$ cat src/rtl/ram_bist_pkg.sv
// ram_bist_pkg: shared state encoding, default LFSR constants and LFSR step function
package ram_bist_pkg;
    typedef enum logic [1:0] {IDLE, WRITE, READ, DONE} state_e;
    localparam int unsigned DEF_SEED = 'h01;
    localparam int unsigned DEF_TAPS = 'hB8;
    function automatic logic [63:0] lfsr_step(input logic [63:0] v, input logic [63:0] taps);
        return v[0] ? (v >> 1) ^ taps : v >> 1;
    endfunction
endpackage

$ cat src/rtl/ram_bist_lfsr.sv
// galois_lfsr: right-shifting Galois LFSR with synchronous reload to a seed that is never zero
module galois_lfsr
    import ram_bist_pkg::*;
#(
    parameter int unsigned W    = 8,
    parameter int unsigned TAPS = DEF_TAPS,
    parameter int unsigned SEED = DEF_SEED
) (
    input  logic         clk,
    input  logic         reset_n,
    input  logic         load_i,
    input  logic         step_i,
    output logic [W-1:0] value_o
);
    localparam logic [W-1:0] TAPS_V = W'(TAPS);
    localparam logic [W-1:0] SEED_T = W'(SEED);
    localparam logic [W-1:0] SEED_V = (SEED_T == '0) ? W'(1) : SEED_T;
    logic [W-1:0] value_q, value_d;
    // reload wins over step so a restart always begins at the seed
    always_comb value_d = load_i ? SEED_V : step_i ? W'(lfsr_step(64'(value_q), 64'(TAPS_V))) : value_q;
    // LFSR register
    always_ff @(posedge clk or negedge reset_n)
        if (!reset_n) value_q <= SEED_V;
        else          value_q <= value_d;
    assign value_o = value_q;
endmodule

$ cat src/rtl/ram_bist.sv
// ram_bist: RAM self-test that fills memory with an LFSR sequence then reads it back and compares; RAM_BIST_ERRCNT_EN adds err_count_o
module ram_bist
    import ram_bist_pkg::*;
#(
    parameter int unsigned WORDS      = 1024,
    parameter int unsigned WORD_WIDTH = 8,
    parameter int unsigned SEED       = DEF_SEED,
    parameter int unsigned TAPS       = DEF_TAPS,
    localparam int unsigned ADDR_W    = $clog2(WORDS)
) (
    input  logic                  clk,
    input  logic                  reset_n,
    input  logic                  start_i,
    output logic                  busy_o,
    output logic                  done_o,
    output logic                  pass_o,
    output logic [ADDR_W-1:0]     fail_addr_o,
    output logic [ADDR_W-1:0]     mem_addr_o,
    output logic                  mem_wr_en_o,
    output logic [WORD_WIDTH-1:0] mem_data_o,
`ifdef RAM_BIST_ERRCNT_EN
    output logic [ADDR_W:0]       err_count_o,
`endif
    input  logic [WORD_WIDTH-1:0] mem_data_i
);
    state_e state_q, state_d;
    logic [ADDR_W-1:0] addr_q, addr_d, fail_q, fail_d;
    logic pass_q, pass_d;
    logic [WORD_WIDTH-1:0] lfsr;
    logic go, last, miss, busy;
    assign go   = start_i && (state_q == IDLE || state_q == DONE);
    assign last = addr_q == ADDR_W'(WORDS - 1);
    assign busy = state_q == WRITE || state_q == READ;
    assign miss = state_q == READ && mem_data_i != lfsr;
    galois_lfsr #(.W(WORD_WIDTH), .TAPS(TAPS), .SEED(SEED)) u_lfsr (
        .clk    (clk),
        .reset_n(reset_n),
        .load_i (go || (state_q == WRITE && last)),
        .step_i (busy),
        .value_o(lfsr)
    );
    // sequencing: counter walks the array once for write and once for read; only the first mismatch is latched
    always_comb begin
        state_d = state_q;
        addr_d  = addr_q;
        pass_d  = pass_q;
        fail_d  = fail_q;
        if (go) begin
            state_d = WRITE;
            addr_d  = '0;
        end else if (busy) begin
            addr_d = last ? '0 : addr_q + 1'b1;
            if (state_q == WRITE && last) begin
                state_d = READ;
                pass_d  = 1'b1;
                fail_d  = '0;
            end
            if (miss && pass_q) begin
                pass_d = 1'b0;
                fail_d = addr_q;
            end
            if (state_q == READ && last) state_d = DONE;
        end
    end
    // FSM and datapath registers
    always_ff @(posedge clk or negedge reset_n)
        if (!reset_n) begin
            state_q <= IDLE;
            addr_q  <= '0;
            pass_q  <= 1'b1;
            fail_q  <= '0;
        end else begin
            state_q <= state_d;
            addr_q  <= addr_d;
            pass_q  <= pass_d;
            fail_q  <= fail_d;
        end
`ifdef RAM_BIST_ERRCNT_EN
    logic [ADDR_W:0] err_q, err_d;
    // mismatch counter, saturating at the array depth
    always_comb err_d = go ? '0 : (miss && err_q != (ADDR_W+1)'(WORDS)) ? err_q + 1'b1 : err_q;
    // mismatch counter register
    always_ff @(posedge clk or negedge reset_n)
        if (!reset_n) err_q <= '0;
        else          err_q <= err_d;
    assign err_count_o = err_q;
`endif
    assign busy_o      = busy;
    assign done_o      = state_q == DONE;
    assign pass_o      = state_q == DONE && pass_q;
    assign fail_addr_o = fail_q;
    assign mem_wr_en_o = state_q == WRITE;
    assign mem_addr_o  = busy ? addr_q : '0;
    assign mem_data_o  = state_q == WRITE ? lfsr : '0;
endmodule

$ cat config.mk
export PLATFORM = sky130hd
export DESIGN_NAME = ram_bist
export DESIGN_NICKNAME = d
export VERILOG_FILES = /design/src/rtl/ram_bist_pkg.sv /design/src/rtl/ram_bist_lfsr.sv /design/src/rtl/ram_bist.sv
export SDC_FILE = /design/constraint.sdc
export NUM_CORES = 1
export LEC_CHECK = 0
export ABC_AREA = 1
export CAP_MARGIN = 20
export CORE_MARGIN = 2
export CORE_UTILIZATION = 40
export CTS_BUF_LIST = sky130_fd_sc_hd__clkbuf_2
export DETAILED_ROUTE_END_ITERATION = 8
export GPL_TIMING_DRIVEN = 0
export PLACE_DENSITY = 0.67
export SLEW_MARGIN = 20
export SYNTH_ARGS = -nofsm -noshare
export SYNTH_HDL_FRONTEND = slang
export SYNTH_SLANG_ARGS = --single-unit
$ cat constraint.sdc
create_clock -name clk -period 2.2 [get_ports clk]
set_input_delay 0.44 -clock clk [delete_from_list [all_inputs] [get_ports clk]]
set_output_delay 0.44 -clock clk [all_outputs]
set_load 0.02 [all_outputs]
# After elaboration in Yosys (flattened, before gate mapping)
# Cells that the tools add are included.
# Widths: inputs -> output; s select.
[totals]
input_bits = 11
reg_bits = 31
out_inout_bits = 32
word_cells = 45
[op_classes]
reduce_logical = 16
n_eq_ne = 5
add_sub_neg = 1
bitwise = 2
mux = 16
[ops]
columns = ["op", "count"]
rows = [
  ["$mux 10", 6],
  ["$mux 8", 4],
  ["$add 10x1->10 const B", 1],
  ["$eq 10x10->1 const B", 1],
  ["$mux 2", 4],
  ["$ne 8x8->1", 1],
  ["$logic_and 1x1->1", 6],
  ["$reduce_bool 2->1", 3],
  ["$eq 2x2->1 const B", 2],
  ["$not 3->4", 1],
  ["$logic_or 1x1->1", 3],
  ["$reduce_and 3->1", 1],
  ["$reduce_bool 3->1", 1],
  ["$eq 2x1->1 const B", 1],
  ["$logic_not 2->1", 1],
  ["$mux 1", 2],
  ["$reduce_and 2->1", 1],
  ["$not 1->1", 1],
]

# Longest topological paths before layout
# Gate-level depths: netlist of run 1.
[depth]
word_depth = 6
depth_mapped = 11
depth_no_buf = 9

# Cells and area by module
# From an unflattened synthesis of run 1, not the netlist that was laid out.
[unflattened]
hier_cells = 245
area_unflattened_um2 = 1804.2
[by_module_without_submodules]
columns = ["mod", "cells_each", "seq_area_each_um2", "n_inst", "area_per_inst_um2"]
rows = [
  ["ram_bist", 201, 576.8, 1, 1447.6],
  ["galois_lfsr", 44, 201.4, 1, 356.6],
]

# Least setup slack after synthesis of run 1
# Ideal clock, no wire load.
[synth_timing]
kind = "flip-flop to output port"
start = "register state_q[0]"
end = "output mem_addr_o[3]"
arrival_ns = 1.388
t_required_ns = 1.760
slack_ns = 0.372
n_path_buf = 2
stages_incl_launch_ff = 6
cell_sequence = "dfrtp_1 > inv_1 > ha_1 > clkbuf_8 > clkbuf_1 > nor2_1"
[synth_between]
elab_chain_len = 3
elab_cells_between_ends = 4
classes_between = "eq/ne: 2; mux: 1; reduce/logical: 1"
[synth_lines]
columns = ["element", "line_no", "rtl"]
rows = [
  ["start, declared", "ram_bist.sv:26", "state_e state_q, state_d;"],
  ["start signal, assigned", "ram_bist.sv:73", "state_q <= state_d;"],
  ["$eq 2x1->1 or $eq 2x2->1 (tied branches)", "ram_bist.sv:33", "assign busy = state_q == WRITE || state_q == READ;"],
  ["$logic_or 1x1->1 *", "ram_bist.sv:33", ""],
  ["$mux 10 *", "ram_bist.sv:93", "assign mem_addr_o = busy ? addr_q : '0;"],
  ["end, declared", "ram_bist.sv:18", "output logic [ADDR_W-1:0] mem_addr_o,"],
]
# Mark *: on every way between the ends. The rest lies on a longest branch, timed or not.

# Worst setup path after layout of run 1
[layout_timing]
start = "register state_q[1]"
end = "output mem_addr_o[4]"
# The elaborated chain is that of the path after synthesis.

==> results.md, run 1 <==
Worst setup path:
- The type of element launching the critical path is a register.
- The critical path contains buffers and inverters numbering 5 combined.
- At the worst endpoint, the arrival time is 1.68 ns.
- The worst setup path is captured at an output port.
- The signal on the critical path passes through ha_4 -> buf_12 -> inv_4 -> buf_6 -> nand2_1 -> inv_2 -> buf_6.
- The worst register-to-register path has a setup slack of 0.46 ns.
- The worst endpoint required time is 1.76 ns.
- The critical path class is reg -> out.
- The largest stage delay on the critical path is 0.46 ns.
- Along the worst path, the maximum fanout reaches 9.
- The cell family contributing the most delay on the critical path is buffers and inverters.
- The slowest stage of the critical path belongs to the cell sky130_fd_sc_hd__dfrtp_1.
- The most repeated library cell on the critical path is sky130_fd_sc_hd__buf_6.

CTS:
- The later-pin clock latency in the skew report is 0.38 ns.
- After clock tree synthesis, the clock-pin slew on the worst setup and hold paths is 0.17 ns.
- The hold buffer count at cts is 0.
- The CTS root buffer is sky130_fd_sc_hd__clkbuf_2.
- The H-tree depth reported by CTS is 2.
- The CTS sink count is 31.
- The CTS tree is built.
- Clock tree synthesis inserted a total of 5 buffers.
- The maximum clock insertion buffer count is 2.

Floorplan:
- The die extent in x is 72.48 um.
- The number of placed I/O pins is 43.
- The number of core rows is 24.
- The die covers 5253 um^2.
- The initial core utilization is 42.20%.
- The area inside the core boundary is 4444 um^2.
- The die is 72.48 um tall.

Synthesis:
- The average instance in the mapped netlist occupies 7.750 um^2.
- The Yosys step of the flow raised 0 warnings.
- The main flop type after synthesis is sky130_fd_sc_hd__dfrtp_1.
- The area of the mapped netlist is 1876 um^2.
- In the synthesized netlist, the number of instances is 242.
- Of all flip-flops after synthesis, the portion carrying an async set or reset was 100.0%.
- The synthesized netlist contains 33 unique library cells.
- Yosys mapped a number of flops with a built-in enable equal to 0.
- When the netlist entered floorplanning its net count stood at 257.
- After synthesis, flip-flops and latches occupy 41.49% of the total area.
- The number of storage elements in the synthesis netlist is 31.

Power and ir drop:
- The total power draw is 0.002956 W.
- The total power density per cell area is 1203 nW/um^2.
- The worst ir drop on vdd is 746.9 uV.
- The leakage power total is 1.365 nW.

Timing:
- Based on the critical path, the design can be clocked at up to 0.4725 GHz.
- The hold violation count in the final report is 0.
- The final-layout worst hold slack is 0.06745 ns.
- The setup skew after layout is 0.008918 ns.
- The clock period minus final worst setup slack is 2.116 ns.
- Across all setup checks in the final design, the least slack found is 0.08359 ns.
- The pin slew with the least headroom to its limit is 0.6898 ns.
- After layout, the worst path uses 96.20% of the clock period.
- The max-slew headroom at the worst pin is 54.01%.
- The final-report max-slew violation count was 0.
- Setup violations remaining at the end of the flow were counted as 0.

Drt:
- In the final routed layout, each cell accounts on average for 12.44 um.
- After detailed routing, the total wire length is 4.317 mm.
- The number of nets with antenna violations after routing is 0.
- The ratio of routed vias to standard cells is 4.795.
- The DRC marker count from the first detailed-route iteration is 70.
- The detailed-route via count is 1,664.
- The number of DRC violations after detailed routing is 0.
- The first detailed-routing pass ran for 4 iterations.

Run status:
- The flow ran to the end, and the final reports show no timing, DRC or antenna violations.

Cells and area:
- The layout cell share with drive strength beyond 1 is 22.03%.
- The number of antenna diodes in the final layout is 0.
- The utilization of the core after routing is 55.26%.
- Summing all flip-flop and latch instances after layout gives 778.2 um^2.
- The multi-input gate area in the final layout is 918.4 um^2.
- In the final design database the tool counted 309 nets.
- The area added between synthesis and finish is 30.95%.
- The count of cells in the finished layout, fillers not included, comes to 347.
- The layout filler cell count is 453.

Global route:
- In the global route stage, overall resource usage came out at 18.31%.
- The global-route wire length before repair is 7.486 mm.
- Entering global routing, the biggest net connects 32 pins.
- Global routing finished with a remaining overflow of 0.
- The initial antenna violation count is 0.
- The number of global-route vias before repair is 1,586.

Hold path:
- The type of the worst min-delay path is in -> async.

Place:
- The final weighted congestion of routability-driven global placement is 0.8323.
- The pre-CTS setup slack is -0.2065 ns.
- The count of input and output buffers is 42.
- The cell count after placement is 336.
- The estimated wirelength of the detail-placed design is 3.209 mm.

Job:
- The max-cap check violation count is 0.
repair_timing:
item	in CTS	in global routing
resized for setup	71	31
endpoints found under the setup margin	19	21
setup buffers	3	0
registers in the layout, indices dropped and copies added (netlist names):
signal,cells
pass_q,1
addr_q,10
fail_addr_o,10
u_lfsr.value_o,8
state_q,2
kinds of logic (layout without fill, tap and decap cells):
logic type / count (synthesis) / in the layout / share of synthesized area, %
flops: 31 / 31 / 41.49
fa+ha+maj: 4 / 4 / 2.669
xor+xnor: 10 / 10 / 4.670
simple gates: 122 / 122 / 31.69
buf+inv: 51 / 104 / 12.21
compound gates: 24 / 24 / 7.271
cell usage in the layout (no fill, tap or decap), types with 4 or more instances in the layout:
master                             n
sky130_fd_sc_hd__clkdlybuf4s50_1  19
sky130_fd_sc_hd__nand3_1          25
sky130_fd_sc_hd__nor2_1            9
sky130_fd_sc_hd__nand2_1          64
sky130_fd_sc_hd__buf_6             7
sky130_fd_sc_hd__o21ai_0          10
sky130_fd_sc_hd__buf_2             9
sky130_fd_sc_hd__nor2_4            8
sky130_fd_sc_hd__dfrtp_1          29
sky130_fd_sc_hd__xnor2_1           7
sky130_fd_sc_hd__a21oi_1           5
sky130_fd_sc_hd__inv_1            37
sky130_fd_sc_hd__o31ai_1           4
sky130_fd_sc_hd__clkbuf_2         13
area by class of cell:
class,instances,share of cell area (%)
tap,52,2.649
clock inverter,3,1.579
buffer,8,3.464
multi-input combinational,160,37.39
timing repair buffer,45,15.38
inverter,43,6.826
clock buffer,5,1.019
sequential,31,31.69
routing by layer:
| layer | share of wire, % | GRT usage [%] |
|---|---|---|
| met3 | 3.6 | 4.444 |
| met5 | 0 | 0 |
| met2 | 47 | 29.46 |
| met4 | 1.3 | 5.144 |
| met1 | 48 | 24.73 |
worst register-to-register path: cells and delay by family, from the launching register on:
kind,cells,cell delay [ns]
AOI/OAI and AO/OA,2,0.21
adders and majority gates,1,0.30
buffers and inverters,5,0.48
DFF,1,0.46
and+or+nand+nor,3,0.16
path summary, 6_finish.rpt:
| check | cells past startpoint | from | end |
|---|---|---|---|
| max | 7 | state_q[1] | mem_addr_o[4] |
| min | 1 | reset_n | fail_addr_o[4] |
| max reg2reg | 11 | state_q[1] | addr_q[5] |
| min reg2reg | 2 | fail_addr_o[3] | fail_addr_o[3] |
| max in group asynchronous | 1 | reset_n | addr_q[9] |
| min in group clk | 2 | fail_addr_o[3] | fail_addr_o[3] |
cell usage after synthesis (3+ instances only):
cell	instances	area [um^2]
sky130_fd_sc_hd__a21oi_1	5	25.02
sky130_fd_sc_hd__dfrtp_1	29	725.7
sky130_fd_sc_hd__ha_1	4	50.05
sky130_fd_sc_hd__inv_1	38	142.6
sky130_fd_sc_hd__inv_2	3	11.26
sky130_fd_sc_hd__nand2_1	64	240.2
sky130_fd_sc_hd__nand3_1	25	125.1
sky130_fd_sc_hd__nand4_1	3	18.77
sky130_fd_sc_hd__nor2_1	16	60.06
sky130_fd_sc_hd__nor2_4	4	45.04
sky130_fd_sc_hd__o21ai_0	10	50.05
sky130_fd_sc_hd__o31ai_1	4	30.03
sky130_fd_sc_hd__xnor2_1	7	61.31
sky130_fd_sc_hd__xor2_1	3	26.28
metrics by stage:
| stage | TNS, ns | cell area [um^2] |
|---|---|---|
| 2_1_floorplan | 0 | 1876 |
| 3_3_place_gp | -0.9596 | 2361 |
| 3_5_place_dp | -1.017 | 2356 |
| 4_1_cts | -0.04757 | 2470 |
| 5_1_grt | -0.003147 | 2456 |
| 6_report | 0 | 2456 |
power by group:
part | internal (W) | leakage (nW) | switching (W) | total, W
Sequential | 0.000712 | 0.407 | 0.000137 | 0.000849
Clock | 0.000187 | 0.0404 | 0.000206 | 0.000393
Combinational | 0.000699 | 0.917 | 0.00101 | 0.00171
Total | 0.00160 | 1.36 | 0.00136 | 0.00296
Note: power is estimated with default switching activity, not from simulation.
==> inputs of run 2 (changes only) <==
PLACE_DENSITY = 0.68   (was 0.67)
SYNTH_HIERARCHICAL = 1   (was unset)
clock period = 2.3 ns   (was 2.2 ns; I/O delays follow)
==> run 2 against run 1 <==
Against the previous run:
- critical path depth decreased by 2
- clock power decreased by 3%
- non-clock buffer count shrank 3
- power is 14% lower
- worst setup slack worse by 0.016 ns
- global-route usage decreased by 0.35 points
- via count shrank 0.12%
- sequential share of layout area increased by 1.6 points
- core utilization fell by 1.5 points
- area after synthesis fell by 3.8%
==> results.md, run 2 <==
Synthesis:
- The main flop type after synthesis is sky130_fd_sc_hd__dfrtp_1.
- The portion of synthesized cell area occupied by the leading cell type is 40.22%.
- The number of enable-type register cells in the synthesized netlist is 0.
- In the synthesized netlist, the cells that appear most often are sky130_fd_sc_hd__nand2_1 (74), sky130_fd_sc_hd__inv_1 (41), sky130_fd_sc_hd__dfrtp_1 (29), sky130_fd_sc_hd__nand3_1 (29), sky130_fd_sc_hd__nor2_1 (15).
- Among all cell types in the netlist, the one instantiated most often is sky130_fd_sc_hd__nand2_1.
- The post-synthesis area per instance is 7.364 um^2.
- The dominant cell type by area after synthesis is sky130_fd_sc_hd__dfrtp_1.
- The number of warnings issued by yosys is 6.
- The area of the mapped netlist is 1804 um^2.
- Counting distinct cell types in the post-synthesis netlist gives 25.
- The net count of the mapped netlist is 260.
- The sequential element share of the synthesized area is 43.13%.
- For this run, asynchronously set or reset flops after synthesis account for 100.0%.
- Synthesis inferred 31 register bits.
- Ranked by total cell area, the synthesized netlist is headed by sky130_fd_sc_hd__dfrtp_1 (40%), sky130_fd_sc_hd__nand2_1 (15%), sky130_fd_sc_hd__inv_1 (8.5%), sky130_fd_sc_hd__nand3_1 (8.0%), sky130_fd_sc_hd__nor2_1 (3.1%).
- The cell count after synthesis came out at 245.

Floorplan:
- The number of placed I/O pins is 43.
- The die extent in x is 71.16 um.
- The core region is 4354 um^2.
- Once the floorplan was initialized, standard cells occupied 41.44% of the core.
- The die covers 5064 um^2.
- Measured along the y axis, the die boundary spans 71.16 um.
- The number of core rows is 24.

Place:
- Input and output buffers added on the ports amount to 42.
- The final weighted congestion of routability-driven global placement is 0.8851.
- After legalization and detailed placement, the total HPWL measured 3.148 mm.

Worst setup path:
- Counting both buffers and inverters, the worst setup path holds a total of 3.
- In this run the critical register-to-register path is launched from state_q[1].
- The worst endpoint required time is 1.84 ns.
- Measured in cells, the most critical reg-to-reg path has a length of 8.
- The largest stage delay on the critical path is 0.43 ns.
- The type of element launching the critical path is a register.
- The cell family contributing the most delay on the critical path is buffers and inverters.
- The setup check on the worst reg-to-reg path leaves a slack of 0.27 ns.
- The worst setup path is captured at an output port.
- The worst setup path is of the reg -> out kind.
- Traced cell by cell, the critical path runs through inv_1 -> ha_2 -> buf_4 -> nor2_1 -> buf_2.
- STA puts the critical path data arrival time at 1.77 ns.
- Along the worst path, the maximum fanout reaches 10.
- The worst flop-to-flop path endpoint is state_q[1].
- The slowest stage of the critical path is the sky130_fd_sc_hd__dfrtp_1 cell.

Drt:
- The detailed-route via count is 1,662.
- The ratio of routed vias to standard cells is 4.749.
- The DRC marker count from the first detailed-route iteration is 81.
- Wires add up to 4.301 mm.
- In the routed design, unresolved DRC markers number 0.
- The first TritonRoute pass finished after 4 iterations.
- The number of nets with antenna violations after routing is 0.
- The average detailed-routed wire length per instance is 12.29 um.

Global route:
- The number of global-route vias before repair is 1,545.
- Global routing finished with a remaining overflow of 0.
- Across every metal layer, demand over resource in global routing totals 17.97%.
- The initial antenna violation count was 0.
- The first global-routing pass estimated 7.203 mm of wire.
- Entering global routing, the biggest net connects 32 pins.

Timing:
- The final-layout worst hold slack is 0.09725 ns.
- The number of failing setup endpoints in the final timing report is 0.
- After layout, the minimum clock period comes to 2.233 ns.
- Dividing the final minimum period by the clock period gives 97.07%.
- Setup repair after global routing could not meet its margin everywhere.
- The final-report max-slew violation count was 0.
- The setup skew after layout is 0.009039 ns.
- The hold violation count in the final report is 0.
- Headroom to the max-slew limit came out at 54.14%.
- Derived from the worst setup path, the maximum achievable clock frequency is 0.4479 GHz.
- The pin slew with the least headroom to its limit is 0.6879 ns.

CTS:
- The clock edge transition at the registers on the reported setup and hold paths is 0.17 ns.
- The maximum clock insertion buffer count is 2.
- Counting the buffers created by CTS gives 5.
- The CTS sink count is 31.
- The hold buffer count at cts is 0.
- The root buffer cell chosen for the clock tree is sky130_fd_sc_hd__clkbuf_2.
- The H-tree was split into 2 levels.
- The later-pin clock latency in the skew report is 0.38 ns.
- The CTS tree is built.

Power and ir drop:
- The total power density per cell area is 1082 nW/um^2.
- Summing internal, switching and leakage power gives 0.002531 W.
- The worst ir drop on vdd is 565.2 uV.
- For this design the static power due to leakage is 1.304 nW.

Cells and area:
- The number of nets in the final layout is 312.
- The area added between synthesis and finish is 29.68%.
- The layout cell share with drive strength beyond 1 is 15.10%.
- Cells fill 53.74% of the core in the end.
- The library cell used most frequently in the layout, excluding fill and tap cells, is sky130_fd_sc_hd__nand2_1.
- The number of antenna diodes in the final layout is 0.
- In the layout the commonest cells are sky130_fd_sc_hd__nand2_1 (74), sky130_fd_sc_hd__inv_1 (40), sky130_fd_sc_hd__nand3_1 (29), sky130_fd_sc_hd__dfrtp_1 (29), sky130_fd_sc_hd__clkdlybuf4s50_1 (21).

Job:
- The max-cap check violation count is 0.

Run status:
- The flow ran to the end, and the final reports show no timing, DRC or antenna violations.

Hold path:
- The type of the worst min-delay path is in -> async.
## run 2: final cells by class
class,count,area [um^2]
plain buffers,5,27.53
clock buffers,5,25.02
clock inverters,3,38.79
fillers,444,2014
inverters,44,168.9
multi-input cells,165,853.3
flip-flops and latches,31,778.2
well taps,52,65.06
repair buffers,45,382.9
## run 2: cell families after synthesis
logic type      after synthesis  synth area share [%]
fa+ha+maj                     4                 2.774
compound gates               20                 6.102
simple gates                133                 33.70
flops                        31                 43.13
xor+xnor                      8                 3.884
buf+inv                      49                 10.40
## run 2: metal layers
metal	up-vias	share of wire, %	track usage (%)
met4	0	1.3	5.031
met5	-	0	0
met2	39	46	27.47
li1	859	-	-
met1	756	48	25.48
met3	8	4.7	4.416
## run 2: how the worst max path moves through the flow
stage          cells past startpoint       start  slack [ns]       endpoint
2_1_floorplan                      4  state_q[0]        0.53  mem_addr_o[5]
3_3_place_gp                       5  state_q[0]       -0.07  mem_addr_o[5]
3_5_place_dp                       5  state_q[0]       -0.04  mem_addr_o[5]
4_1_cts                            5  state_q[0]       0.004  mem_addr_o[9]
5_1_grt                            5  state_q[0]       -0.02  mem_addr_o[3]
6_report                           5  state_q[0]        0.07  mem_addr_o[8]
## run 2: where the power goes
part	switching (W)	total, W	internal, W
clock	0.000201	0.000380	0.000179
sequential	0.000125	0.000791	0.000666
combinational	0.000875	0.00136	0.000485
## run 2: worst register-to-register path, delay by kind of cell (launching register included)
kind                       cells  cell delay (ns)
adders and majority gates      1             0.44
buffers and inverters          3             0.54
DFF                            1             0.46
AOI/OAI and AO/OA              1             0.07
and+or+nand+nor                3             0.49
## run 2: repair_timing
item | CTS | global route
buffers inserted | 2 | 1
resized for setup | 53 | 3
endpoints found under the setup margin | 19 | 8
## run 2: stage by stage
stage | area [um^2] | instances | setup slack (ns) | TNS [ns]
global route | 2340 | 350 | -0.02242 | -0.08187
finish | 2340 | 350 | 0.06733 | 0
detailed placement | 2285 | 339 | -0.04284 | -0.1326
CTS | 2333 | 349 | 0.004198 | 0
floorplan | 1804 | 245 | 0.5290 | 0
global placement | 2290 | 339 | -0.06980 | -0.1877
==> patch 1: new RTL, settings of run 2 <==
Add a define of `RAM_BIST_ERRCNT_EN`.
--- a/src/rtl/ram_bist.sv
+++ b/src/rtl/ram_bist.sv
@@ -1,2 +1,4 @@
 // ram_bist: RAM self-test that fills memory with an LFSR sequence then reads it back and compares; RAM_BIST_ERRCNT_EN adds err_count_o
+`define RAM_BIST_ERRCNT_EN
+
 module ram_bist
Function (old outputs only; new: err_count_o): kept (equiv_simple and equiv_induct, registers matched by name and starting in step).
==> patch 1 against run 2 <==
  * Die area rose by 37%
  * Highest routed layer unchanged
  * Via count increased by 43%
  * Worst setup slack better by 0.031 ns
  * Critical path depth rose by 1
  * Synthesized cell count up 43%
  * Power grew 19%
  * Sequential cell count is 11 higher
  * Count of clock-buffer cells in the layout is the same
  * Non-clock buffer count increased by 14
  * Hold slack better by 0.34 ns
  * Critical endpoint is now mem_data_o[0]
  * Cell area grew 35%
  * Area after synthesis rose by 39%
  * Wire length grew 37%
==> patch 1: results (changes against run 2) <==
| Metric | Value |
|---|---|
| Status | `finished, final reports clean` |
| Flops & latches, synth | `42 (+35%)` |
| Hold Vio Cnt, Final | `0 (unchanged)` |
| Initial antenna violation count | `0 (unchanged)` |
| Overflow after GRT | `0 (unchanged)` |
| Post-detail-place hpwl | `4310 um (+37%)` |
| WP data arrival | `1.74 ns (-0.03 ns)` |
| Fin nets | `432 (+38%)` |
| CP max FO | `10 (unchanged)` |
| Nature of the critical path startpoint | `register` |
| ANT cells | `0 (unchanged)` |
| Largest net degree at the start of global routing | `31 (-3.1%)` |
| H-tree Lvls | `2 (unchanged)` |
| 1st-iter DRT viols | `124 (+53%)` |
| Total global-route track usage | `0.179 (-0.000491)` |
| VDD IR max | `637 uV (+13%)` |
| Pre-Repair DR Iteration Count | `4 (unchanged)` |
| Post-synthesis sequential area ratio | `0.420 (-0.0114)` |
| Setup Skew | `0.0216 ns (+0.0126 ns)` |
| Vias | `2,380 (+43%)` |
| Static leakage | `1.66 nW (+28%)` |
| Max reg flops | `11` |
| Deepest clock path buffer count | `2 (unchanged)` |
| FMAX | `454 MHz (+1.4%)` |
| Synth cell count leaders | `121 x nand2_1, 48 x inv_1, 40 x dfrtp_1` |
| Proportion of layout cells with a drive suffix above 1 | `0.137 (-0.0137)` |
| Critical Path Sink | `mem_data_o[0]` |
| Total power | `3.02 mW (+19%)` |
| Distinct cells, synth | `29 (+16%)` |
| Total Wirelength | `5900 um (+37%)` |
| Clock transition at the registers of the reported paths | `0.22 ns (+0.05 ns)` |
| Reg2Reg Setup Slack | `0.30 ns (+0.03 ns)` |
| Synth Flop Type | `dfrtp_1` |
| Hold Crit Class | `input pin to asynchronous set/reset pin` |
| First-pass GRT wire length | `10,300 um (+42%)` |
| R2r endpoint | `u_lfsr/value_o[5]` |
| Synth top area cells | `dfrtp_1 40%, nand2_1 18%, inv_1 7.2%` |
| Filler cell count | `602 (+36%)` |
| Vias in the first global route | `2,244 (+45%)` |
| Worst reg-to-reg path cell count | `8 (unchanged)` |
| Yosys warns | `6 (unchanged)` |
| Start of the worst register-to-register path | `state_q[0]` |
| Asr flop ratio synth | `1.00 (unchanged)` |
| Syn Nets | `368 (+42%)` |
| GPL Wtd Cong | `0.891 (+0.61%)` |
| Clock Tree Root | `clkbuf_2` |
| Port bufs | `53 (+26%)` |
| CP top delay family | `buffers and inverters` |
| Critical-path top delay cell | `dfrtp_1` |
| Clock Latency Late Sink | `0.40 ns (+0.02 ns)` |
| Worst rel slew slack | `0.761 (+0.220)` |
| CTS Buf Count | `5 (unchanged)` |
| Slowest stage delay, CP | `0.45 ns (+0.02 ns)` |
| Setup WS pre-CTS | `-0.0510 ns (-0.00820 ns)` |
-- patch 1: how the worst min path moves through the flow --
stage | from | endpoint | slack [ns] | cells after the start
final | reset_n | u_lfsr/value_o[4] | 0.44 | 2
after global routing | reset_n | u_lfsr/value_o[4] | 0.45 | 2
after CTS | reset_n | u_lfsr/value_o[4] | 0.43 | 2
after detailed placement | reset_n | u_lfsr/value_o[4] | 0.37 | 1
after global placement | fail_addr_o[6] | fail_addr_o[6] | 0.49 | 2
after floorplan | reset_n | addr_q[0] | 0.16 | 0
-- patch 1: cells by family after synthesis --
group           after synthesis  share of synthesized area
buf+inv                      59                     0.0943
flops                        42                      0.420
xor+xnor                     14                     0.0489
compound gates               17                     0.0379
fa+ha+maj                     6                     0.0299
mux                           1                    0.00399
simple gates                212                      0.365
-- patch 1: timing repair --
item	4_1_cts	5_1_grt
hold buffers	1	0
endpoints found under the setup margin	20	20
setup buffers	1	1
resized for setup	58	20
endpoints found under the hold margin	12	0
-- patch 1: per-stage QoR --
| step | cell area [um^2] | cells |
|---|---|---|
| after floorplan | 2510 | 351 |
| after global placement | 3130 | 479 |
| after detailed placement | 3150 | 480 |
| after CTS | 3160 | 489 |
| after global routing | 3160 | 490 |
| final | 3160 | 490 |
-- patch 1: worst reg2reg max path, delay by kind of cell, from the launching register on --
| family | cells | cell delay, ns |
|---|---|---|
| flops | 1 | 0.45 |
| fa+ha+maj | 1 | 0.23 |
| simple gates | 5 | 0.85 |
| buf+inv | 2 | 0.42 |
-- patch 1: layer usage --
| layer | track usage | routed length, um |
|---|---|---|
| met5 | 0 | 0 |
| met3 | 0.0457 | 306 |
| met2 | 0.290 | 2720 |
| met4 | 0.0462 | 75 |
| met1 | 0.240 | 2800 |
-- patch 1: cell type report --
class / instances / area share
multi-input combinational: 250 / 0.392
sequential: 42 / 0.333
timing repair buffer: 57 / 0.157
inverter: 52 / 0.0625
tap: 75 / 0.0297
buffer: 7 / 0.0154
clock buffer: 5 / 0.00791
clock inverter: 2 / 0.00316
-- patch 1: power breakdown --
part / switching [mW] / internal [mW]
clock: 0.241 / 0.0661
sequential: 0.168 / 0.878
combinational: 1.08 / 0.588
total: 1.49 / 1.53
==> patch 2: new RTL, config.mk and constraints of run 2 <==
Made on the original files. Register the inputs `start_i` and `mem_data_i` before use. The logic sees them one clock later.
--- a/src/rtl/ram_bist.sv
+++ b/src/rtl/ram_bist.sv
@@ -25,2 +25,11 @@
 );
+
+    logic start_q;
+    logic [WORD_WIDTH-1:0] mem_data_q;
+
+    always_ff @(posedge clk) begin
+        start_q    <= start_i;
+        mem_data_q <= mem_data_i;
+    end
+
     state_e state_q, state_d;
@@ -30,6 +39,6 @@
     logic go, last, miss, busy;
-    assign go   = start_i && (state_q == IDLE || state_q == DONE);
+    assign go   = start_q && (state_q == IDLE || state_q == DONE);
     assign last = addr_q == ADDR_W'(WORDS - 1);
     assign busy = state_q == WRITE || state_q == READ;
-    assign miss = state_q == READ && mem_data_i != lfsr;
+    assign miss = state_q == READ && mem_data_q != lfsr;
     galois_lfsr #(.W(WORD_WIDTH), .TAPS(TAPS), .SEED(SEED)) u_lfsr (
Formal check against the unedited RTL: not equivalent (Yosys sat finds a counterexample within 4 cycles, from zero or initial values and one cycle with reset_n low).
==> patch 2 against run 2 <==
  * Power up 16%
  * Clock skew up 0.036 ns
  * Critical endpoint is now mem_addr_o[2]
  * First-iteration DRC count up 42%
  * Critical path type unchanged
  * Global-route usage about the same
  * Synthesized cell count up 6.5%
  * Register-to-register slack better by 0.28 ns
  * Cell area up 12%
  * Utilization up 1.2 points
  * Sequential cell count up 9
  * Area after synthesis up 12%
  * Worst setup slack worse by 0.0032 ns
  * Combinational power up 7%
  * Highest routed layer unchanged
  * Wire length up 7.2%
  * Largest power group unchanged
==> patch 2: results (changes against run 2) <==
| Metric | Value |
|---|---|
| Clock transition at the registers of the reported paths | `0.23 ns (+0.06 ns)` |
| GR met2 Demand/Resource | `0.300 (+0.0255)` |
| Slowest stage delay, CP | `0.46 ns (+0.03 ns)` |
| Routed length on met3 | `181 um (-11%)` |
| Worst reg-to-reg path cell count | `7 (-1)` |
| Placement Cell Area | `2520 um^2 (+10%)` |
| Post-synthesis sequential area ratio | `0.474 (+0.0427)` |
| Critical path launch point | `state_q[1]` |
| Status | `finished, final reports clean` |
| Fin nets | `327 (+4.8%)` |
| Slew @ Worst Pin | `0.691 ns (+0.00278 ns)` |
| Reg2Reg Setup Slack | `0.55 ns (+0.28 ns)` |
| Adder-Cell Fraction of Synth Area | `0.0248 (-0.00299)` |
| Vias in the first global route | `1,631 (+5.6%)` |
| Sw frac | `0.441 (-0.0339)` |
| Setup Skew | `0.0449 ns (+0.0358 ns)` |
| Placed Cells | `370 (+9.1%)` |
| DR WL met2 | `2360 um (+19%)` |
| Filler cell count | `469 (+5.6%)` |
| R2r endpoint | `u_lfsr/value_o[1]` |
| 1st-iter DRT viols | `115 (+42%)` |
| First-pass GRT wire length | `7590 um (+5.4%)` |
| Syn Area/Cell | `7.75 um^2 (+5.2%)` |
| Proportion of layout cells with a drive suffix above 1 | `0.173 (+0.0215)` |
| Clock Latency Late Sink | `0.41 ns (+0.03 ns)` |
==> patch 2: cell types whose count changed after synthesis, sizes merged, moves of 2 or more <==
| cell | change |
|---|---|
| dfxtp | +9 |
| nand2 | +5 |
| o21ai | +4 |
| inv | +3 |
| xnor2 | -2 |
==> patch 2: final cells by class <==
type / instances / area, um^2 / share of cell area
Buffer: 5 / 35.0 / 0.0133
Inverter: 47 / 181 / 0.0690
Clock inverter: 2 / 60.1 / 0.0229
Clock buffer: 6 / 30.0 / 0.0114
Timing Repair Buffer: 44 / 388 / 0.148
Sequential cell: 40 / 958 / 0.365
Multi-Input combinational cell: 169 / 891 / 0.339
Tap cell: 67 / 83.8 / 0.0319
==> patch 2: metrics by stage <==
stage / util / setup TNS (ns)
finish: 0.549 / 0
global route: 0.549 / 0
CTS: 0.544 / 0
detailed placement: 0.527 / -0.628
global placement: 0.528 / -0.402
floorplan: - / 0
==> patch 2: what timing repair did <==
item                                    CTS  global route
gates resized for setup                  53            16
endpoints found under the setup margin   19            13
setup buffers                             2             0
